--- src/rtl/press_debouncer.sv ---
// press_debouncer
//   Conditions a raw, bouncy, asynchronous pushbutton level for the
//   press-driven FSM. The level is first synchronized, then debounced.
//   A level change is accepted only after DEBOUNCE_CYCLES consecutive
//   stable synchronized samples. All outputs are registered.
//
// Parameters
//   SYNC_STAGES      synchronizer depth on btn_in (2..4)
//   DEBOUNCE_CYCLES  stable samples needed to accept a change (2..65535)
//   CNT_W            stability counter width (derived, leave at default)
//
// Ports
//   clk            system clock, rising edge
//   rst            asynchronous active-high reset
//   btn_in         raw pushbutton level, asynchronous to clk
//   press          one-cycle pulse on an accepted press (to FSM press input)
//   release_pulse  one-cycle pulse on an accepted release
//                  ("release" is a reserved word, hence the suffix)
//   held           debounced button level
//   glitch_cnt     rejected bounce count, saturates at 255, cleared by rst
module press_debouncer #(
   parameter int unsigned SYNC_STAGES     = 2,
   parameter int unsigned DEBOUNCE_CYCLES = 4,
   parameter int unsigned CNT_W           = $clog2(DEBOUNCE_CYCLES) + 1
) (
   input  logic       clk,
   input  logic       rst,
   input  logic       btn_in,
   output logic       press,
   output logic       release_pulse,
   output logic       held,
   output logic [7:0] glitch_cnt
);

   typedef enum logic [1:0] {
      IDLE,
      ARMING,
      PRESSED,
      RELEASING
   } state_t;

   localparam logic [CNT_W-1:0] CNT_LAST = CNT_W'(DEBOUNCE_CYCLES - 1);
   localparam logic [CNT_W-1:0] CNT_ONE  = CNT_W'(1);

   logic [SYNC_STAGES-1:0] sync;
   logic                   btn_s;

   state_t                 state;
   state_t                 state_d;
   logic [CNT_W-1:0]       cnt;
   logic [CNT_W-1:0]       cnt_d;
   logic                   press_d;
   logic                   release_d;
   logic                   held_d;
   logic                   glitch_inc;
   logic [7:0]             glitch_d;

   // Synchronizer: the only logic that sees btn_in.
   always_ff @(posedge clk or posedge rst) begin
      if (rst) begin
         sync <= '0;
      end else begin
         sync <= {sync[SYNC_STAGES-2:0], btn_in};
      end
   end

   assign btn_s = sync[SYNC_STAGES-1];

   // State, counter and registered outputs.
   always_ff @(posedge clk or posedge rst) begin
      if (rst) begin
         state         <= IDLE;
         cnt           <= '0;
         press         <= 1'b0;
         release_pulse <= 1'b0;
         held          <= 1'b0;
         glitch_cnt    <= '0;
      end else begin
         state         <= state_d;
         cnt           <= cnt_d;
         press         <= press_d;
         release_pulse <= release_d;
         held          <= held_d;
         glitch_cnt    <= glitch_d;
      end
   end

   // Next state. A bounce seen while arming or releasing aborts the
   // pending change, returns to the settled state and is counted.
   always_comb begin
      state_d    = state;
      cnt_d      = cnt;
      press_d    = 1'b0;
      release_d  = 1'b0;
      held_d     = held;
      glitch_inc = 1'b0;

      unique case (state)
         IDLE: begin
            held_d = 1'b0;
            if (btn_s) begin
               state_d = ARMING;
               cnt_d   = CNT_ONE;
            end
         end

         ARMING: begin
            if (btn_s) begin
               if (cnt == CNT_LAST) begin
                  state_d = PRESSED;
                  cnt_d   = '0;
                  press_d = 1'b1;
                  held_d  = 1'b1;
               end else begin
                  cnt_d = cnt + CNT_ONE;
               end
            end else begin
               state_d    = IDLE;
               cnt_d      = '0;
               glitch_inc = 1'b1;
            end
         end

         PRESSED: begin
            held_d = 1'b1;
            if (!btn_s) begin
               state_d = RELEASING;
               cnt_d   = CNT_ONE;
            end
         end

         RELEASING: begin
            if (!btn_s) begin
               if (cnt == CNT_LAST) begin
                  state_d   = IDLE;
                  cnt_d     = '0;
                  release_d = 1'b1;
                  held_d    = 1'b0;
               end else begin
                  cnt_d = cnt + CNT_ONE;
               end
            end else begin
               state_d    = PRESSED;
               cnt_d      = '0;
               glitch_inc = 1'b1;
            end
         end

         default: begin
            state_d = IDLE;
            cnt_d   = '0;
            held_d  = 1'b0;
         end
      endcase
   end

   // Saturating glitch counter: holds at 255, never wraps.
   always_comb begin
      glitch_d = glitch_cnt;
      if (glitch_inc && (glitch_cnt != 8'hff)) begin
         glitch_d = glitch_cnt + 8'd1;
      end
   end

endmodule
--- config.mk ---
export PLATFORM = sky130hd
export DESIGN_NAME = press_debouncer
export DESIGN_NICKNAME = d
export VERILOG_FILES = /design/src/rtl/press_debouncer.sv
export SDC_FILE = /design/constraint.sdc
export NUM_CORES = 1
export LEC_CHECK = 0
export CAP_MARGIN = 15
export CORE_UTILIZATION = 46
export DETAILED_ROUTE_END_ITERATION = 7
export PLACE_DENSITY = 0.72
export SLEW_MARGIN = 20
export SYNTH_ARGS = -nofsm -noshare
export SYNTH_HDL_FRONTEND = slang
export SYNTH_SLANG_ARGS = --single-unit
--- constraint.sdc ---
create_clock -name clk -period 1.8 [get_ports clk]
set_clock_uncertainty 0.15 [all_clocks]
set_input_delay 0.54 -clock clk [delete_from_list [all_inputs] [get_ports clk]]
set_output_delay 0.54 -clock clk [all_outputs]
set_load 0.05 [all_outputs]
==> out/summary.md <==
The instance count after placement with tap cells included was 124. Count of routing violations after the opening detailed-route iteration: 4. The repair_antennas step left the layout with diodes totalling 0.

The x dimension of the die was 46.9 um; the clock latency on the worst-skew pair was 290 ps. The initial core utilization is 51.5%, and the clock transition time at the flip-flop clock pins of the worst setup and hold paths is 100 ps. The highest clock rate is 573 MHz, and the number of max-slew violations in the final report is 0. Entering global routing, the biggest net connects 19 pins. The die is 46.9 um tall. The start point of the worst hold path is sync[0]. Detailed routing placed a total of 63 um of wire on met3. The endpoint identified for the worst register-to-register timing path is glitch_cnt[5]. The area growth from synthesis to layout came out at 37.7%.

The kind of start point of the critical path is a flop. The worst max-slew margin expressed relative to the limit is 83.6%. The floorplan step defined a die boundary enclosing 0.00220 mm^2.

At the pin with the least slew margin, the transition time is 239 ps. For the overall fraction of global-route tracks in use, the log shows 18.0%. Routed signal wires occupy layers up through met4. Class of the most critical hold timing path: flop to flop. Of the cells placed in the final design, the portion with a size suffix greater than 1 is 35.9%.

At the worst endpoint, the required time is 1830 ps. In the final routed layout, each cell accounts on average for 13.5 um. In this run, post-CTS hold repair placed 0 buffers. In this run the post-CTS setup repair buffer count came out at 0.

The number of antenna violations at the first check in global routing was 0; the post-place setup slack was 32.5 ps. The library cell used most frequently in the layout, excluding fill and tap cells, is sky130_fd_sc_hd__dfrtp_1. The logs give 15 for the total number of placement rows and 3 for the clock buffer count from CTS. The pre-antenna-repair detailed-routing pass consisted of 4 iterations. The post-synthesis cell count was 81; the leakage power of the design was 0.000557 uW. The count of cell types in the netlist came out at 32. Across all setup checks in the final design, the least slack found is 54.5 ps.

Among cell families on the critical path, the largest total delay comes from multiplexers. Wire segments on met2 add up to 863 um in the final route. The number of buffer and inverter stages on the critical path was 1. The worst-case IR drop observed on VDD is 1.26 mV. The tools report the endpoint with the worst hold slack as sync[1]. The final route contains 677 vias.

In this run the clock root is driven by a sky130_fd_sc_hd__clkbuf_4. The cell depth of the worst hold path works out to 0. Along the worst path, the maximum fanout reaches 6.

After synthesis, the mean cell area works out to 11.5 um^2. The logs give 1730 um for the total routed wirelength and 928 um^2 for the post-synth design cell area. The antenna violation net count after detailed routing is 0. The logs give 18 for the clock sink total and 1290 um for the detailed placement HPWL. The run gives 0.00180 mm^2 as the floorplan core area. The number of buffers added on ports was 13; the count of endpoints failing hold in the final timing report was 0.

For the total negative slack, the log shows 0 ps. The standard cell with the maximum stage delay on the critical path was sky130_fd_sc_hd__dfrtp_1. Overall power consumption after layout is estimated at 2280 uW.

Dividing the detail-routed via count by the number of cells gives 5.29. The total overflow reported by the global router is 0. Setup repair after global routing left no endpoint under its margin. The wire length on met1 is 797 um.

The global placement routability congestion was 0.816. Counting along the longest clock path gives a buffer depth of 2. The first global-routing pass estimated 2690 um of wire.

The worst-case hold slack came out at 225 ps. The critical path goes through inv_1 > ha_2 > mux2_4 > nand4_4 > nor2_1 > mux2_1. Once the clock tree was built, the resizer swapped 0 gates to a different size. The top cell types in the final layout, fill and taps aside, are sky130_fd_sc_hd__dfrtp_1, sky130_fd_sc_hd__buf_12, sky130_fd_sc_hd__nand2_1, sky130_fd_sc_hd__buf_4. TritonCTS built the clock tree. In this design, the stage delay of the slowest critical-path cell is 410 ps. The count of cells in the finished layout, fillers not included, comes to 128.

In the final design database the tool counted 113 nets. The depth of the worst register-to-register path was 6; the reported max-cap violation count was 0. The setup check on the worst reg-to-reg path leaves a slack of 50 ps. The total power per unit cell area came out at 1780 mW/mm^2. The worst path uses 97.0% of the clock period. The post-synthesis net count was 90; the signal arrival time at the worst endpoint was 1770 ps. By startpoint and endpoint, the worst setup path is classified as flop to flop.

The endpoint kind of the worst setup timing path is a flop. For this run, design rule violations remaining after detail routing come to 0. The number of levels the H-tree was split into was 1; the number of top-level pins was 14. The run finished with clean final reports. The portion of the post-synthesis area used by sequential elements was 48.5%; the count of state elements after synthesis was 18.

Setup violations remaining at the end of the flow were counted as 0. Subtracting the final worst setup slack from the clock period gives 1750 ps. The number of global-route vias before repair came out at 609. During synthesis, Yosys emitted a total of 0 warnings.
cell usage after synthesis:
cell                        n  share of area, %
sky130_fd_sc_hd__nand3b_1   1              0.81
sky130_fd_sc_hd__o311a_1    1               1.1
sky130_fd_sc_hd__mux2_4     3               4.9
sky130_fd_sc_hd__a21oi_1    4               2.2
sky130_fd_sc_hd__nand2b_1   2               1.3
sky130_fd_sc_hd__o21bai_1   1              0.81
sky130_fd_sc_hd__buf_6      1               1.2
sky130_fd_sc_hd__mux2i_1    2               2.2
sky130_fd_sc_hd__a21o_1     1              0.81
sky130_fd_sc_hd__o21a_1     1              0.81
sky130_fd_sc_hd__a211oi_1   1              0.81
sky130_fd_sc_hd__nor3b_1    1              0.81
sky130_fd_sc_hd__o31ai_1    1              0.81
sky130_fd_sc_hd__mux2_1     1               1.2
sky130_fd_sc_hd__mux2_2     1               1.2
sky130_fd_sc_hd__and3_1     1              0.67
sky130_fd_sc_hd__o221ai_1   1              0.94
sky130_fd_sc_hd__nand4_4    1               2.3
sky130_fd_sc_hd__nor2b_4    1               1.5
sky130_fd_sc_hd__or2b_1     1              0.81
sky130_fd_sc_hd__o22ai_1    1              0.67
sky130_fd_sc_hd__nor3_2     1               1.1
sky130_fd_sc_hd__o21ai_2    1              0.94
sky130_fd_sc_hd__nand3_1    2               1.1
sky130_fd_sc_hd__xnor2_1    3               2.8
sky130_fd_sc_hd__nor2_1     5               2.0
sky130_fd_sc_hd__ha_1       6               8.1
sky130_fd_sc_hd__and2_1     1              0.67
sky130_fd_sc_hd__o21ai_0    4               2.2
sky130_fd_sc_hd__nand2_1    8               3.2
sky130_fd_sc_hd__inv_1      4               1.6
sky130_fd_sc_hd__dfrtp_1   18                49
report_power, final:
| group | switching (uW) | internal (uW) |
|---|---|---|
| registers | 188 | 543 |
| clock network | 120 | 86.2 |
| logic | 687 | 653 |
flip-flops by register name, indices dropped and copies added (netlist names), named ones only:
| signal | flops |
|---|---|
| cnt | 3 |
| glitch_cnt | 8 |
| held | 1 |
| press | 1 |
| release_pulse | 1 |
| state | 1 |
| sync | 2 |
metrics by stage:
stage | cell area [um^2] | utilization [%]
floorplan | 937 | -
global placement | 1240 | 69.0
detailed placement | 1240 | 69.0
CTS | 1270 | 70.4
global route | 1280 | 71.0
finish | 1280 | 71.0
worst max-delay path by stage:
stage	cells past startpoint	from	slack, ps	endpoint
6_report	6	flop	50	glitch_cnt[5]
2_1_floorplan	6	flop	5	glitch_cnt[7]
5_1_grt	6	flop	10	glitch_cnt[6]
4_1_cts	5	state[0]	20	glitch_cnt[6]
3_5_place_dp	6	flop	30	glitch_cnt[7]
3_3_place_gp	6	flop	50	glitch_cnt[7]
layer usage:
metal / vias to the layer above / track usage, %
met5: - / 0
met4: 0 / 6.86
met3: 2 / 3.46
met2: 18 / 29.7
met1: 328 / 23.5
li1: 329 / -
worst register-to-register path: cells and delay by family, from the launching register on:
family	cells	cell delay (ps)
adder cells (fa/ha/maj)	1	180
AND/OR/NAND/NOR	2	280
buffers and inverters	1	90
multiplexers	2	520
flip-flops	1	410
cell type report:
cell class                      count  area (um^2)
Fill cell                         133          523
Multi-Input combinational cell     58          464
Sequential cell                    18          457
Timing Repair Buffer               19          285
Tap cell                           25         31.3
Clock buffer                        4         26.3
Inverter                            4         15.0
cell families after synthesis:
group | after synthesis | share of synthesized area (%)
AOI/OAI and AO/OA | 17 | 12.0
adders and majority gates | 6 | 8.09
buffers and inverters | 5 | 2.83
xor gates and xnor gates | 3 | 2.83
muxes | 7 | 9.43
DFF | 18 | 48.5
and+or+nand+nor | 25 | 16.3
(Power assumes the default switching activity.)
